### config.mk
export PLATFORM = sky130hd
export DESIGN_NAME = playback_seq_flat
export DESIGN_NICKNAME = d
export VERILOG_FILES = /design/src/rtl/ch_unit_pkg.sv /design/src/rtl/playback_seq_if.sv /design/src/rtl/sync_edge.sv /design/src/rtl/playback_seq.sv /design/src/flat_wrapper.sv
export SDC_FILE = /design/constraint.sdc
export NUM_CORES = 1
export LEC_CHECK = 0
export BUFFER_PORTS_ARGS = -buffer_cell sky130_fd_sc_hd__clkbuf_2
export CAP_MARGIN = 15
export CORE_ASPECT_RATIO = 1.1
export CORE_MARGIN = 3
export CORE_UTILIZATION = 60
export DETAILED_ROUTE_END_ITERATION = 10
export PLACE_DENSITY_LB_ADDON = 0.25
export SETUP_SLACK_MARGIN = 0.02
export SKIP_LAST_GASP = 1
export SLEW_MARGIN = 0
export SYNTH_ARGS = -nofsm -noshare
export SYNTH_HDL_FRONTEND = slang
export SYNTH_SLANG_ARGS = --single-unit
### constraint.sdc
create_clock -name playback_clk -period 8.6 [get_ports playback_clk]
set_clock_uncertainty 0.05 [all_clocks]
set_input_delay 0 -clock playback_clk [delete_from_list [all_inputs] [get_ports playback_clk]]
set_output_delay 0 -clock playback_clk [all_outputs]
set_load 0.02 [all_outputs]
### src/rtl/ch_unit_pkg.sv
// rtl/ch_unit_pkg.sv - shared types and constants for the channel unit
package ch_unit_pkg;

    localparam int SYNC_STAGES = 2;

    typedef enum logic [2:0] {
        PB_IDLE,
        PB_ARMED,
        PB_DELAY,
        PB_PLAY,
        PB_RELOAD,
        PB_DONE
    } pb_state_t;

    function automatic logic pb_is_busy(input pb_state_t s);
        return (s == PB_DELAY) || (s == PB_PLAY) || (s == PB_RELOAD);
    endfunction

endpackage

### src/rtl/playback_seq_if.sv
// rtl/playback_seq_if.sv - sequencer to channel RAM controller control signals
interface playback_seq_if;
    logic playback_en;
    logic reload_addr;
    logic playback_done;

    modport master (
        output playback_en,
        output reload_addr,
        input  playback_done
    );

    modport slave (
        input  playback_en,
        input  reload_addr,
        output playback_done
    );
endinterface

### src/rtl/sync_edge.sv
// rtl/sync_edge.sv - multi-flop synchroniser with rising-edge detector
module sync_edge
    import ch_unit_pkg::*;
(
    input  logic clk_i,
    input  logic resetn_i,
    input  logic async_i,
    output logic level_o,
    output logic rise_o
);

    logic [SYNC_STAGES-1:0] sync_q;
    logic                   prev_q;

    always_ff @(posedge clk_i or negedge resetn_i) begin
        if (!resetn_i) begin
            sync_q <= '0;
            prev_q <= 1'b0;
        end else begin
            sync_q <= {sync_q[SYNC_STAGES-2:0], async_i};
            prev_q <= sync_q[SYNC_STAGES-1];
        end
    end

    assign level_o = sync_q[SYNC_STAGES-1];
    assign rise_o  = sync_q[SYNC_STAGES-1] & ~prev_q;

endmodule

### src/rtl/playback_seq.sv
// rtl/playback_seq.sv - arm/trigger driven, delayed and repeated playback sequencer
module playback_seq
    import ch_unit_pkg::*;
#(
    parameter int DELAY_BITS  = 32,
    parameter int REPEAT_BITS = 16,
    parameter int RELOAD_LEN  = 4
)
(
    input  logic                   playback_clk,
    input  logic                   s_axi_reset,
    input  logic                   arm,
    input  logic                   trigger_in,
    input  logic                   abort,
    input  logic [DELAY_BITS-1:0]  start_delay,
    input  logic [REPEAT_BITS-1:0] repeat_count,
    playback_seq_if.master         ram,
    output logic                   armed,
    output logic                   busy,
    output logic                   done,
    output logic [REPEAT_BITS-1:0] iter_count
);

    localparam int              RL_W    = $clog2(RELOAD_LEN + 1);
    localparam logic [RL_W-1:0] RL_LOAD = RL_W'(RELOAD_LEN);

    logic arm_level, arm_rise;
    logic trig_level, trig_rise;

    sync_edge u_arm_sync (
        .clk_i    (playback_clk),
        .resetn_i (s_axi_reset),
        .async_i  (arm),
        .level_o  (arm_level),
        .rise_o   (arm_rise)
    );

    sync_edge u_trig_sync (
        .clk_i    (playback_clk),
        .resetn_i (s_axi_reset),
        .async_i  (trigger_in),
        .level_o  (trig_level),
        .rise_o   (trig_rise)
    );

    pb_state_t              state_q, state_d;
    pb_state_t              ret_q, ret_d;
    logic [DELAY_BITS-1:0]  delay_lat_q, delay_lat_d;
    logic [DELAY_BITS-1:0]  delay_cnt_q, delay_cnt_d;
    logic [REPEAT_BITS-1:0] rep_lat_q, rep_lat_d;
    logic [REPEAT_BITS-1:0] iter_q, iter_d;
    logic [REPEAT_BITS-1:0] iter_inc;
    logic [RL_W-1:0]        reload_cnt_q, reload_cnt_d;
    logic                   first_q, first_d;
    logic                   en_q, reload_q, armed_q, busy_q, done_q;

    assign iter_inc = iter_q + REPEAT_BITS'(1);

    always_comb begin
        state_d      = state_q;
        ret_d        = ret_q;
        delay_lat_d  = delay_lat_q;
        delay_cnt_d  = delay_cnt_q;
        rep_lat_d    = rep_lat_q;
        iter_d       = iter_q;
        reload_cnt_d = reload_cnt_q;
        first_d      = 1'b0;

        if (abort) begin
            state_d = PB_IDLE;
        end else begin
            case (state_q)
                PB_IDLE: begin
                    if (arm_rise) begin
                        delay_lat_d  = start_delay;
                        rep_lat_d    = repeat_count;
                        iter_d       = '0;
                        ret_d        = PB_ARMED;
                        reload_cnt_d = RL_LOAD;
                        state_d      = PB_RELOAD;
                    end
                end
                PB_ARMED: begin
                    if (trig_rise) begin
                        if (delay_lat_q != '0) begin
                            delay_cnt_d = delay_lat_q;
                            state_d     = PB_DELAY;
                        end else begin
                            first_d = 1'b1;
                            state_d = PB_PLAY;
                        end
                    end
                end
                PB_DELAY: begin
                    if (delay_cnt_q == DELAY_BITS'(1)) begin
                        first_d = 1'b1;
                        state_d = PB_PLAY;
                    end else begin
                        delay_cnt_d = delay_cnt_q - DELAY_BITS'(1);
                    end
                end
                PB_PLAY: begin
                    // The controller's done flag is stale on the first enabled cycle.
                    if (!first_q && ram.playback_done) begin
                        iter_d = iter_inc;
                        if ((rep_lat_q == '0) || (iter_inc < rep_lat_q)) begin
                            ret_d        = PB_PLAY;
                            reload_cnt_d = RL_LOAD;
                            state_d      = PB_RELOAD;
                        end else begin
                            state_d = PB_DONE;
                        end
                    end
                end
                PB_RELOAD: begin
                    if (reload_cnt_q == RL_W'(1)) begin
                        first_d = (ret_q == PB_PLAY);
                        state_d = ret_q;
                    end else begin
                        reload_cnt_d = reload_cnt_q - RL_W'(1);
                    end
                end
                PB_DONE: begin
                    if (!arm_level) begin
                        state_d = PB_IDLE;
                    end
                end
                default: state_d = PB_IDLE;
            endcase
        end
    end

    always_ff @(posedge playback_clk or negedge s_axi_reset) begin
        if (!s_axi_reset) begin
            state_q      <= PB_IDLE;
            ret_q        <= PB_ARMED;
            delay_lat_q  <= '0;
            delay_cnt_q  <= '0;
            rep_lat_q    <= '0;
            iter_q       <= '0;
            reload_cnt_q <= '0;
            first_q      <= 1'b0;
            en_q         <= 1'b0;
            reload_q     <= 1'b0;
            armed_q      <= 1'b0;
            busy_q       <= 1'b0;
            done_q       <= 1'b0;
        end else begin
            state_q      <= state_d;
            ret_q        <= ret_d;
            delay_lat_q  <= delay_lat_d;
            delay_cnt_q  <= delay_cnt_d;
            rep_lat_q    <= rep_lat_d;
            iter_q       <= iter_d;
            reload_cnt_q <= reload_cnt_d;
            first_q      <= first_d;
            // Outputs are decoded from the next state so they change on the same edge.
            en_q         <= (state_d == PB_PLAY);
            reload_q     <= (state_d == PB_RELOAD);
            armed_q      <= (state_d == PB_ARMED);
            busy_q       <= pb_is_busy(state_d);
            done_q       <= (state_d == PB_DONE);
        end
    end

    assign ram.playback_en = en_q;
    assign ram.reload_addr = reload_q;
    assign armed           = armed_q;
    assign busy            = busy_q;
    assign done            = done_q;
    assign iter_count      = iter_q;

endmodule

### src/flat_wrapper.sv
// flat-port wrapper written by rule: the top's interface ports become plain ports
module playback_seq_flat import ch_unit_pkg::*;
#(
    parameter int DELAY_BITS  = 32,
    parameter int REPEAT_BITS = 16,
    parameter int RELOAD_LEN  = 4
)
  (playback_clk, s_axi_reset, arm, trigger_in, abort, start_delay, repeat_count, armed, busy, done, iter_count, ram_playback_en, ram_reload_addr, ram_playback_done);
  playback_seq_if ram_i ();
  input  logic playback_clk;
  input  logic s_axi_reset;
  input  logic arm;
  input  logic trigger_in;
  input  logic abort;
  input  logic [DELAY_BITS-1:0] start_delay;
  input  logic [REPEAT_BITS-1:0] repeat_count;
  output logic armed;
  output logic busy;
  output logic done;
  output logic [REPEAT_BITS-1:0] iter_count;
  output wire logic [$bits(ram_i.playback_en)-1:0] ram_playback_en;
  output wire logic [$bits(ram_i.reload_addr)-1:0] ram_reload_addr;
  input wire logic [$bits(ram_i.playback_done)-1:0] ram_playback_done;
  assign ram_playback_en = ram_i.playback_en;
  assign ram_reload_addr = ram_i.reload_addr;
  assign ram_i.playback_done = ram_playback_done;
  playback_seq #(.DELAY_BITS(DELAY_BITS), .REPEAT_BITS(REPEAT_BITS), .RELOAD_LEN(RELOAD_LEN)) u_core (.playback_clk(playback_clk), .s_axi_reset(s_axi_reset), .arm(arm), .trigger_in(trigger_in), .abort(abort), .start_delay(start_delay), .repeat_count(repeat_count), .ram(ram_i), .armed(armed), .busy(busy), .done(done), .iter_count(iter_count));
endmodule
Word level (Yosys, flattened, before mapping)
Cells that the tools add are included. Widths: inputs -> output; s select.

Flip-flop bits (word level): 117. Bits in latches: 0. Bits in writable memories: 0. ROM bits: 0. Output and inout bits: 21. Logic and storage cells: 94. Memories kept: 0.

Add/sub/neg operators: 3. Multiply operators: 0. Div/mod/pow operators: 0. Magnitude comparators: 1. Eq/ne operators: 20. Shifts and indexed selects: 0. Muxes and demuxes: 32. Bitwise gates (word level): 5. Reductions and logical operators: 16.

Operator list (count): $mux 32 (3); $pmux 32 s2 (1); $mux 3 (14); $eq 32x1->1 const B (1); $mux 16 (2); $pmux 16 s2 (1); $reduce_bool 32->1 (1); $sub 32x1->32 const B (1); $pmux 3 s6 (1); $add 16x1->16 const B (1); $logic_not 16->1 (1); $lt 16x16->1 (1); $eq 3x2->1 const B (5); $eq 3x3->1 const B (4); $ne 2x1->1 const B (5); $reduce_and 5->1 (2); $eq 3x1->1 const B (3); $pmux 3 s3 (1); $mux 1 (7); $pmux 3 s2 (1); $reduce_and 6->1 (1); $ne 2x2->1 const B (2); $reduce_and 4->1 (1); $reduce_bool 2->1 (2); 10 further kinds (15).

Longest topological paths before layout
Depth after elaboration: 10. Mapped depth: 14.

Hierarchy
A second synthesis with hierarchy kept.

Cells, all modules: 612. Area total of the unflattened synthesis: 6195.9 um2.

Modules (own cells, without submodules): playback_seq (instances 1, cells each 604, area each 6018.3 um2, sequential area each 2727.6 um2); sync_edge (instances 2, cells each 4, area each 88.8 um2, sequential area each 75.1 um2).

Least setup slack after synthesis
OpenSTA, ideal clock, no wires.

Path type: register -> register. Start: reg u_core.iter_q[0] (netlist: u_core.iter_count[0]). End: reg u_core.reload_cnt_q[1]. Data arrival time: 3096 ps. Data required time: 8425 ps. Slack: 5329 ps. Cell stages (with the launch flop): 15. Buffers on the path: 1. Clock period less this slack: 3271 ps. Cell sequence: dfrtp_1 ha_1 nand3_1 nor2_1 and3_1 clkbuf_1 nand3_1 xnor2_1 ha_1 nand4_1 nor4_1 a211o_1 o21ai_0 nand3_1 mux2_2.

Longest elaborated chain between the ends: 5.

RTL lines: start, declared (line playback_seq.sv:51) `logic [REPEAT_BITS-1:0] iter_q, iter_d;`; start signal, assigned (line playback_seq.sv:154) `iter_q <= iter_d;`; $add 16x1->16 (line playback_seq.sv:57) `assign iter_inc = iter_q + REPEAT_BITS'(1);`; $lt 16x16->1 (line playback_seq.sv:106) `if ((rep_lat_q == '0) || (iter_inc < rep_lat_q)) begin`; $logic_or 1x1->1 (line playback_seq.sv:106); $ne 2x1->1 (no source line); $reduce_and 6->1 (no source line); end signal, assigned (line playback_seq.sv:155) `reload_cnt_q <= reload_cnt_d;`; end, declared (line playback_seq.sv:53) `logic [RL_W-1:0] reload_cnt_q, reload_cnt_d;`.

Every way passes these cells. A chain may end at the register's enable or synchronous reset.

Worst setup path after layout
Same ends and word-level chain as after synthesis.

==> key figures <==
Worst setup path
  – Critical path capture point type: flop
  – Worst-path maximum fanout: 7
  – Arrival time worst endpoint: 3.98 ns
  – RR Startpoint: u_core.iter_count[0]$_DFFE_PN0P_
  – Crit path launch type: flop
  – Reg2reg setup slack: 4.99 ns
  – Worst R2R Path Depth: 12
  – CP startpoint: u_core.iter_count[0]$_DFFE_PN0P_
  – Worst path required time: 8.96 ns
  – Worst Setup Path Type: flop to flop
  – Critical R2R Capture: u_core.reload_cnt_q[1]$_DFFE_PN0P_
  – Crit path to: u_core.reload_cnt_q[1]$_DFFE_PN0P_

Power and ir drop
  – Peak supply drop: 148 µV
  – Sequential power share: 0.426
  – Leak pwr: 3.36 nW
  – NetSw: 0.000580 W
  – Switching Share: 0.304
  – Int Power: 0.00133 W
  – Clk pwr share: 0.384
  – PD cells: 253 mW/mm²
  – Combinational group share of total power: 0.189

Die
  – Die Footprint: 0.0111 mm²
  – Rows: 37
  – Die Wd: 101 µm
  – Die H: 110 µm
  – Initial Util: 0.625
  – Io pins: 75
  – Core region area: 0.00949 mm²

Yosys
  – Area share of the leading cell type in the synthesized netlist: 0.486
  – Register area share after synthesis: 0.486
  – Post-synth ARST share: 1.00
  – Syn nets: 680
  – Synth warn: 0
  – Post-Syn Area: 0.00593 mm²
  – Avg Cell Area, Syn: 9.78 µm²
  – Area leader, netlist: dfrtp_1
  – Synth Instances: 606
  – Library cells used by synthesis: 55
  – Ranking of synthesized cells by area: dfrtp_1, mux2_2, o21ai_0
  – EDFF count, synth: 0
  – Main flop type after synthesis: dfrtp_1
  – Yosys reg bits: 115

Timing
  – Period utilization: 0.420
  – Slew @ Worst Pin: 1.13 ns
  – RSZ-0062 raised after global routing: false
  – Setup violators final: 0
  – Fin crit period: 3.61 ns
  – Setup TNS: 0 ns
  – Hold_ws: 0.0710 ns
  – Final Hold Viols: 0
  – Slew margin rel.: 0.241
  – Max frequency: 277 MHz
  – Slew Viols, Final: 0

Placement
  – Placed Cells: 772
  – Port Buffers: 74
  – DP Area: 0.00638 mm²
  – DPL Wire Length: 9410 µm
  – Final GP Congestion: 0.898

Final layout
  – Antenna fix cells: 0
  – Fraction of layout cells with a size suffix above 1: 0.213
  – Post-route insts no fill: 859
  – Layout area overhead: 27.5%
  – Final core utilization: 0.796
  – Final Instance Area: 0.00756 mm²
  – Final nets: 803

Route
  – Vias/cell: 6.18
  – ANT nets after route: 0
  – DRT Wirelength: 15300 µm
  – First DRT Iteration DRCs: 435
  – Via count: 5305
  – DRC Markers: 0
  – DR pass1 iterations: 6
  – Avg WL per Cell: 17.8 µm

GRT
  – Antenna violations before repair: 0
  – Largest net degree at the start of global routing: 71
  – Global-route wire length before repair: 25000 µm
  – Vias in the first global route: 5292
  – Grt ovf: 0
  – Gr usage total: 0.291

Clock network
  – Worst-path clk slew: 0.06 ns
  – Maximum clock path buffer count: 2
  – Hold buffer count at cts: 55
  – H-tree depth: 4
  – Post-CTS setup buffer count: 0
  – Post-CTS Resized: 0
  – CTS tree: built
  – CTS sink cnt: 115
  – Clk_lat worst skew: 0.53 ns
  – CTS root buffer: clkbuf_8
  – Num CTS Buffers: 17

Job
  – Max cap viols: 0

Run status
  – Status: complete, no violations

Min path
  – HP Class: primary input to flop
==> flip-flops by register name, indices dropped and copies added (netlist names), 2 cells and up <==
register	flops
u_core.delay_cnt_q	32
u_core.delay_lat_q	32
u_core.iter_count	16
u_core.reload_cnt_q	3
u_core.rep_lat_q	16
u_core.state_q	3
u_core.u_arm_sync.sync_q	2
u_core.u_trig_sync.sync_q	2
==> how the worst min path moves through the flow <==
stage / startpoint / end / slack [ns] / cells past startpoint
2_1_floorplan: s_axi_reset / u_core.armed$_DFF_PN0_ / -0.35 / 0
3_3_place_gp: s_axi_reset / u_core.delay_lat_q[20]$_DFFE_PN0P_ / -0.03 / 1
3_5_place_dp: s_axi_reset / u_core.delay_lat_q[20]$_DFFE_PN0P_ / -0.01 / 1
4_1_cts: arm / u_core.u_arm_sync.sync_q[0]$_DFF_PN0_ / 0.05 / 2
5_1_grt: arm / u_core.u_arm_sync.sync_q[0]$_DFF_PN0_ / 0.07 / 2
6_report: trigger_in / u_core.u_trig_sync.sync_q[0]$_DFF_PN0_ / 0.07 / 2
==> cell usage after synthesis, drive strengths merged, types with 2 or more instances <==
| cell type | instances |
|---|---|
| a31o | 2 |
| mux2 | 34 |
| or4 | 4 |
| ha | 20 |
| o22ai | 4 |
| nand3 | 14 |
| o21ai | 64 |
| o22a | 4 |
| and2 | 4 |
| clkbuf | 25 |
| and3 | 5 |
| dfrtp | 115 |
| xnor2 | 10 |
| or3 | 5 |
| inv | 26 |
| buf | 5 |
| o21a | 5 |
| nand2 | 45 |
| a22oi | 10 |
| nor2 | 54 |
| nand4 | 8 |
| nand4bb | 2 |
| nor4 | 25 |
| a21oi | 38 |
| nor3b | 3 |
| a31oi | 5 |
| o2bb2ai | 9 |
| nor3 | 17 |
| nand2b | 5 |
| a22o | 12 |
| nor2b | 5 |
| xor2 | 5 |
| a32oi | 3 |
==> final cells by class <==
cell class	count	area, µm²
fillers	588	1930
inverters	26	97.6
flip-flops and latches	115	2880
well taps	117	146
clock buffers	19	432
multi-input cells	435	2850
repair buffers	134	971
clock inverters	13	183
==> worst max-delay path, stage by stage, from the launching register on <==
cell and delay (ns):
dfrtp_1 0.44, and4_1 0.28, nand4_1 0.21, nor2_1 0.35, nand3_1 0.20, xnor2_1 0.21
ha_1 0.29, nand4_1 0.14, nor4_1 0.07, a211o_1 0.30, o21ai_0 0.33, nand3_1 0.29
mux2_2 0.34
==> stage by stage <==
step / worst slack, ns / total power (W)
floorplan: 5.33 / 0.00103
global placement: 5.13 / 0.00112
detailed placement: 4.99 / 0.00114
CTS: 4.95 / 0.00190
global route: 4.59 / 0.00200
finish: 4.99 / 0.00191
==> cells in the final DEF (no fill, tap or decap), types with 6 or more instances in the layout <==
cell type / synthesis / routed
o21ai_0: 64 / 64
nand2_1: 45 / 45
nand3_1: 14 / 14
a22o_1: 12 / 12
nor3_1: 16 / 16
xnor2_1: 10 / 10
nor2_1: 53 / 52
mux2_2: 34 / 34
ha_1: 20 / 20
clkbuf_16: 0 / 16
buf_4: 2 / 6
a21oi_1: 38 / 38
dfrtp_1: 115 / 115
nor4_1: 22 / 21
o2bb2ai_1: 9 / 9
a22oi_1: 10 / 10
dlygate4sd3_1: 0 / 54
nand4_1: 8 / 8
inv_1: 26 / 26
clkbuf_2: 2 / 73
==> kinds of logic (layout without fill, tap and decap cells) <==
group | Yosys count | count (layout) | synth area share
AO/OA/AOI/OAI | 166 | 166 | 0.173
flip-flops | 115 | 115 | 0.486
XOR/XNOR | 15 | 15 | 0.0222
AND/OR/NAND/NOR | 200 | 200 | 0.175
adder cells (fa/ha/maj) | 20 | 20 | 0.0422
buffers and inverters | 56 | 192 | 0.0376
multiplexers | 34 | 34 | 0.0646
==> power groups by stage <==
stage               combinational [W]  sequential, W  clock, W
finish                       0.000361       0.000814  0.000734
global route                 0.000404       0.000830  0.000765
CTS                          0.000357       0.000809  0.000736
detailed placement           0.000330       0.000814         0
global placement             0.000313       0.000809         0
floorplan                    0.000251       0.000778         0
==> metal layers <==
layer,wire [µm],GRT usage
met3,783,0.0598
met5,0,0
met4,442,0.139
met2,7810,0.488
met1,6220,0.360
Power figures use the tool's default switching activity.
